`config.mk`:
```
export PLATFORM = sky130hd
export DESIGN_NAME = my_scan_mux
export DESIGN_NICKNAME = d
export VERILOG_FILES = /design/src/rtl/my_scan_mux.sv
export SDC_FILE = /design/constraint.sdc
export NUM_CORES = 1
export LEC_CHECK = 0
export CAP_MARGIN = 5
export CORE_ASPECT_RATIO = 1.1
export CORE_MARGIN = 3
export CORE_UTILIZATION = 40
export DETAILED_ROUTE_END_ITERATION = 16
export DONT_BUFFER_PORTS = 1
export HOLD_SLACK_MARGIN = 0.05
export PLACE_DENSITY_LB_ADDON = 0.08
export SLEW_MARGIN = 20
export SYNTH_ARGS = -nofsm -noshare
export SYNTH_HDL_FRONTEND = slang
export SYNTH_SLANG_ARGS = --single-unit
```
`constraint.sdc`:
```
create_clock -name clk -period 3.4 [get_ports clk]
set_input_delay 0.51 -clock clk [delete_from_list [all_inputs] [get_ports clk]]
set_output_delay 0.51 -clock clk [all_outputs]
set_load 0.01 [all_outputs]
```
`src/rtl/my_scan_mux.sv`:
```
// my_scan_mux: registered N-channel selector with direct, masked round-robin scan and hold modes.
module my_scan_mux #(
  parameter int W  = 4,
  parameter int N  = 16,
  parameter int SW = 4,
  parameter int DW = 8
) (
  input  logic            clk,
  input  logic            rst_n,
  input  logic [N*W-1:0]  din,
  input  logic [SW-1:0]   select,
  input  logic [1:0]      mode,
  input  logic [DW-1:0]   dwell,
  input  logic [N-1:0]    mask,
  output logic [W-1:0]    o1,
  output logic [SW-1:0]   ch,
  output logic            valid,
  output logic            wrap
);
  logic [DW-1:0] dwell_cnt;
  logic [SW-1:0] above, lowest, nch;
  logic [W-1:0]  dir_data, scan_data;
  logic          found, cur_en, sel_ok, adv;
  // Matching indices by equality keeps lookups in range when 2^SW > N.
  always_comb begin
    above = '0;
    lowest = '0;
    found = 1'b0;
    cur_en = 1'b0;
    sel_ok = 1'b0;
    dir_data = '0;
    for (int k = N - 1; k >= 0; k--) begin
      if (mask[k]) begin
        lowest = SW'(k);
        if (k > int'(ch)) begin
          above = SW'(k);
          found = 1'b1;
        end
        if (SW'(k) == ch) cur_en = 1'b1;
      end
      if (SW'(k) == select) begin
        sel_ok = 1'b1;
        dir_data = din[k*W +: W];
      end
    end
  end
  assign adv = !cur_en || dwell_cnt >= dwell;
  assign nch = adv ? (found ? above : lowest) : ch;
  always_comb begin
    scan_data = '0;
    for (int k = 0; k < N; k++)
      if (SW'(k) == nch) scan_data = din[k*W +: W];
  end
  always_ff @(posedge clk or negedge rst_n) begin
    if (!rst_n) begin
      o1 <= '0;
      ch <= '0;
      valid <= 1'b0;
      wrap <= 1'b0;
      dwell_cnt <= '0;
    end else begin
      wrap <= 1'b0;
      if (mode == 2'b00) begin
        dwell_cnt <= '0;
        valid <= sel_ok;
        o1 <= sel_ok ? dir_data : '0;
        if (sel_ok) ch <= select;
      end else if (mode == 2'b01) begin
        if (mask == '0) begin
          o1 <= '0;
          valid <= 1'b0;
        end else begin
          ch <= nch;
          o1 <= scan_data;
          valid <= 1'b1;
          wrap <= adv && !found;
          dwell_cnt <= adv ? '0 : dwell_cnt + 1'b1;
        end
      end
    end
  end
endmodule

```
==> flow_summary.ini <==
[status]
run_status = finished, final reports clean

[die]
y_dimension_of_the_die_um = 103.0
die_w_um = 94.19
ios = 106
design.core.area_um2 = 8125
initial_utilization = 0.4212
dieArea_um2 = 9703
std_cell_rows = 34

[critical_path]
worst-path-max-fanout = 6
cell_chain_of_the_critical_path = mux4_2 -> and3_1 -> or4_4 -> o21a_1 -> nand2b_1 -> nand2_2 -> mux2i_2 -> o221a_1 -> o31a_1 -> o31ai_1
crit_path_start = ch[0]
worst_ep_required_time_ns = 3.58
cp_slowest_cell = mux4_2
setup.worst_path.class = reg2reg
rr_worst_depth = 10
worstPathArrival_ns = 3.46
element_type_at_the_critical_path_end = flip-flop
cp_launch_type = flip-flop
critical-path-max-stage-delay_ns = 0.53
rr_startpoint = ch[0]

[cells_and_area]
diodes = 0
area_growth_pct = 12.29
drive_above_1_share = 0.1711
layout.cells.non_filler = 593
final.fill_count = 855
design.final.nets = 591

[yosys]
synth_async_sr_flop_share = 1.000
synth_ff_type = dfrtp_1
yosysWarnings = 0
synth_edf_count = 0
synthTopCellsByArea = dfrtp_1, mux4_2, a21oi_1, nand2_1, o21ai_0
yosys.area.top_type_share = 0.1316
synth.cell_area_um2 = 3422
synth-seq-cells = 18
yosysTopAreaCell = dfrtp_1
synthesis.instances = 475
syn_nets = 580
avgSynthCellArea_um2 = 7.204
synth.distinct_cells = 71
sequential_element_share_of_the_synthesized_area = 0.1316

[routing]
dr.pass1.iters = 5
average_wire_per_cell_in_the_routed_design_um = 21.80
via_count_normalized_by_instance_count = 6.602
remaining_drc_errors = 0
final_antenna_net_count = 0
drt_wl_total_um = 12930
initialDrtViolationCount = 139
num_vias = 3915

[power]
seq_power_share = 0.075
switching_power_mw = 2.524
report.power.total_mw = 4.877
power.share.clock = 0.039
internal_power_mw = 2.354
vdd_ir_drop_max_v = 0.0006833
power.leakage_nw = 1.524
power_density_nw_per_um2 = 1269
switching_share = 0.5175
proportion_of_power_drawn_by_combinational_gates = 0.886

[clock_network]
clk_latency_ns = 0.26
inserted_clock_buffers = 3
cts.htree.levels = 1
cts_buffer_depth = 2
cts_sinks = 18
clk_root_buffer_cell = clkbuf_8
tritoncts_clock_tree = done
clock_pin_slew_on_the_worst_setup_and_hold_paths_ns = 0.08

[sta]
hold_slack_ns = 0.3374
worst_slew_pin_slew_ns = 0.9205
post_route_minimum_period_ns = 3.284
final.period_utilization = 0.9660
timing.final.max_slew_violations = 0
report.final.hold_viol_count = 0
timing.slew.headroom = 0.3843
fin_skew_ns = 0.009599
maxClockFrequency_mhz = 304.5
finalSetupViolations = 0

[placed_design]
post-dp-hpwl_um = 10010
io_buffer_count = 0
numPlacedInstances = 582
gpl.final_weighted_congestion = 0.9678

[global_route]
gr_util_all_layers = 0.2653
number_of_antenna_violations_at_the_first_check_in_global_routing = 0
overflow = 0
grt_max_degree = 31
grt_first_pass_wirelength_um = 20400
first_global_vias = 3868

[min_path]
hold_start = mode[0]
timing.hold.worst_path_depth = 1
holdCritPathClass = in2reg

[job]
maxCapViolations = 0
## timing repair
action,CTS,global route
setup buffers,0,6
endpoints found under the hold margin,18,0
gates resized for setup,0,13
endpoints found under the setup margin,0,4
hold buffers,1,0
## path summary, 6_finish.rpt
check,end,slack (ns)
setup / recovery,o1[2],0.12
hold / removal,ch[3],0.34
setup reg to reg,o1[2],0.12
hold reg to reg,dwell_cnt[3],0.53
max in group asynchronous,ch[3],2.01
min in group asynchronous,o1[1],0.82
## flip-flops by register name, indices dropped and copies added (netlist names)
register,cells
dwell_cnt,8
ch,4
o1,4
valid,1
wrap,1
## routing by layer
layer,global-route usage,wire length [um]
met3,0.05328,1072
met5,0,0
met4,0.08111,444
met1,0.3373,5189
met2,0.4536,6221
## layout make-up
type                       count  area [um2]  share of cell area
tap                          108       135.1             0.03517
clock buffer                   4       55.05             0.01433
timing repair buffer          42       354.1             0.09215
multi-input combinational    400        2769              0.7206
inverter                      21       78.83             0.02051
sequential                    18       450.4              0.1172
## kinds of logic after synthesis
family | Yosys count | share of synthesized area
AOI/OAI and AO/OA | 175 | 0.3554
muxes | 30 | 0.1269
DFF | 18 | 0.1316
xor gates and xnor gates | 2 | 0.005120
buffers and inverters | 57 | 0.07385
adders and majority gates | 9 | 0.03291
and+or+nand+nor | 184 | 0.2742
## metrics by stage
stage | instance area (um2) | util | setup WS, ns | setup TNS (ns)
final | 3842 | 0.4729 | 0.1156 | 0
after global routing | 3842 | 0.4729 | -0.01030 | -0.01552
after CTS | 3739 | 0.4601 | 0.1255 | 0
after detailed placement | 3674 | 0.4521 | 0.08929 | 0
after global placement | 3674 | 0.4521 | 0.1039 | 0
after floorplan | 3422 | - | 0.03803 | 0
## synthesized netlist by cell type, types with 3 or more instances
| cell | n |
|---|---|
| nor2_1 | 26 |
| nand2b_1 | 14 |
| nand3_1 | 27 |
| a2bb2oi_1 | 4 |
| mux2_2 | 7 |
| a211oi_1 | 9 |
| or2_2 | 3 |
| o21ai_0 | 30 |
| a31oi_1 | 7 |
| o221ai_1 | 4 |
| o22ai_1 | 10 |
| dfrtp_1 | 18 |
| and2_1 | 4 |
| nor2b_1 | 7 |
| o211ai_1 | 4 |
| a21oi_1 | 37 |
| clkbuf_1 | 18 |
| nor3_1 | 16 |
| a21o_1 | 4 |
| nand2_1 | 48 |
| mux4_2 | 10 |
| o2bb2ai_1 | 5 |
| ha_1 | 9 |
| mux2i_1 | 13 |
| o31ai_1 | 10 |
| and3_1 | 8 |
| a21boi_0 | 5 |
| nand4_1 | 8 |
| inv_1 | 20 |
| and4_1 | 4 |
| o21a_1 | 8 |
| nor4_1 | 9 |
| buf_2 | 13 |
| o31a_1 | 4 |
## worst max-delay path: cells and delay by family, from the launching register on
family / cells / cell delay, ns
compound gates: 4 / 1.04
simple gates: 4 / 1.01
flops: 1 / 0.43
mux: 2 / 0.72
## power groups by stage
| stage | clock (mW) | sequential, mW | combinational (mW) |
|---|---|---|---|
| 5_1_grt | 0.200 | 0.379 | 4.68 |
| 3_5_place_dp | 0 | 0.370 | 3.99 |
| 3_3_place_gp | 0 | 0.369 | 4.00 |
| 6_report | 0.188 | 0.366 | 4.32 |
| 4_1_cts | 0.192 | 0.365 | 4.01 |
| 2_1_floorplan | 0 | 0.340 | 2.77 |
## cell usage in the layout (no fill, tap or decap), drive strengths merged, types with 5 or more instances in the layout
cell type / n
o22ai: 10
and3: 8
nor3: 16
mux2i: 13
a31oi: 7
nand2b: 14
a211oi: 9
mux4: 10
o21a: 8
ha: 9
o21ai: 31
nor2b: 7
a21oi: 38
inv: 20
and2: 5
a21boi: 5
o2bb2ai: 5
o31ai: 10
nor2: 27
nor4: 9
dfrtp: 18
nand4: 8
mux2: 7
buf: 41
nand3: 27
nand2: 49
Power figures use the tool's default switching activity.
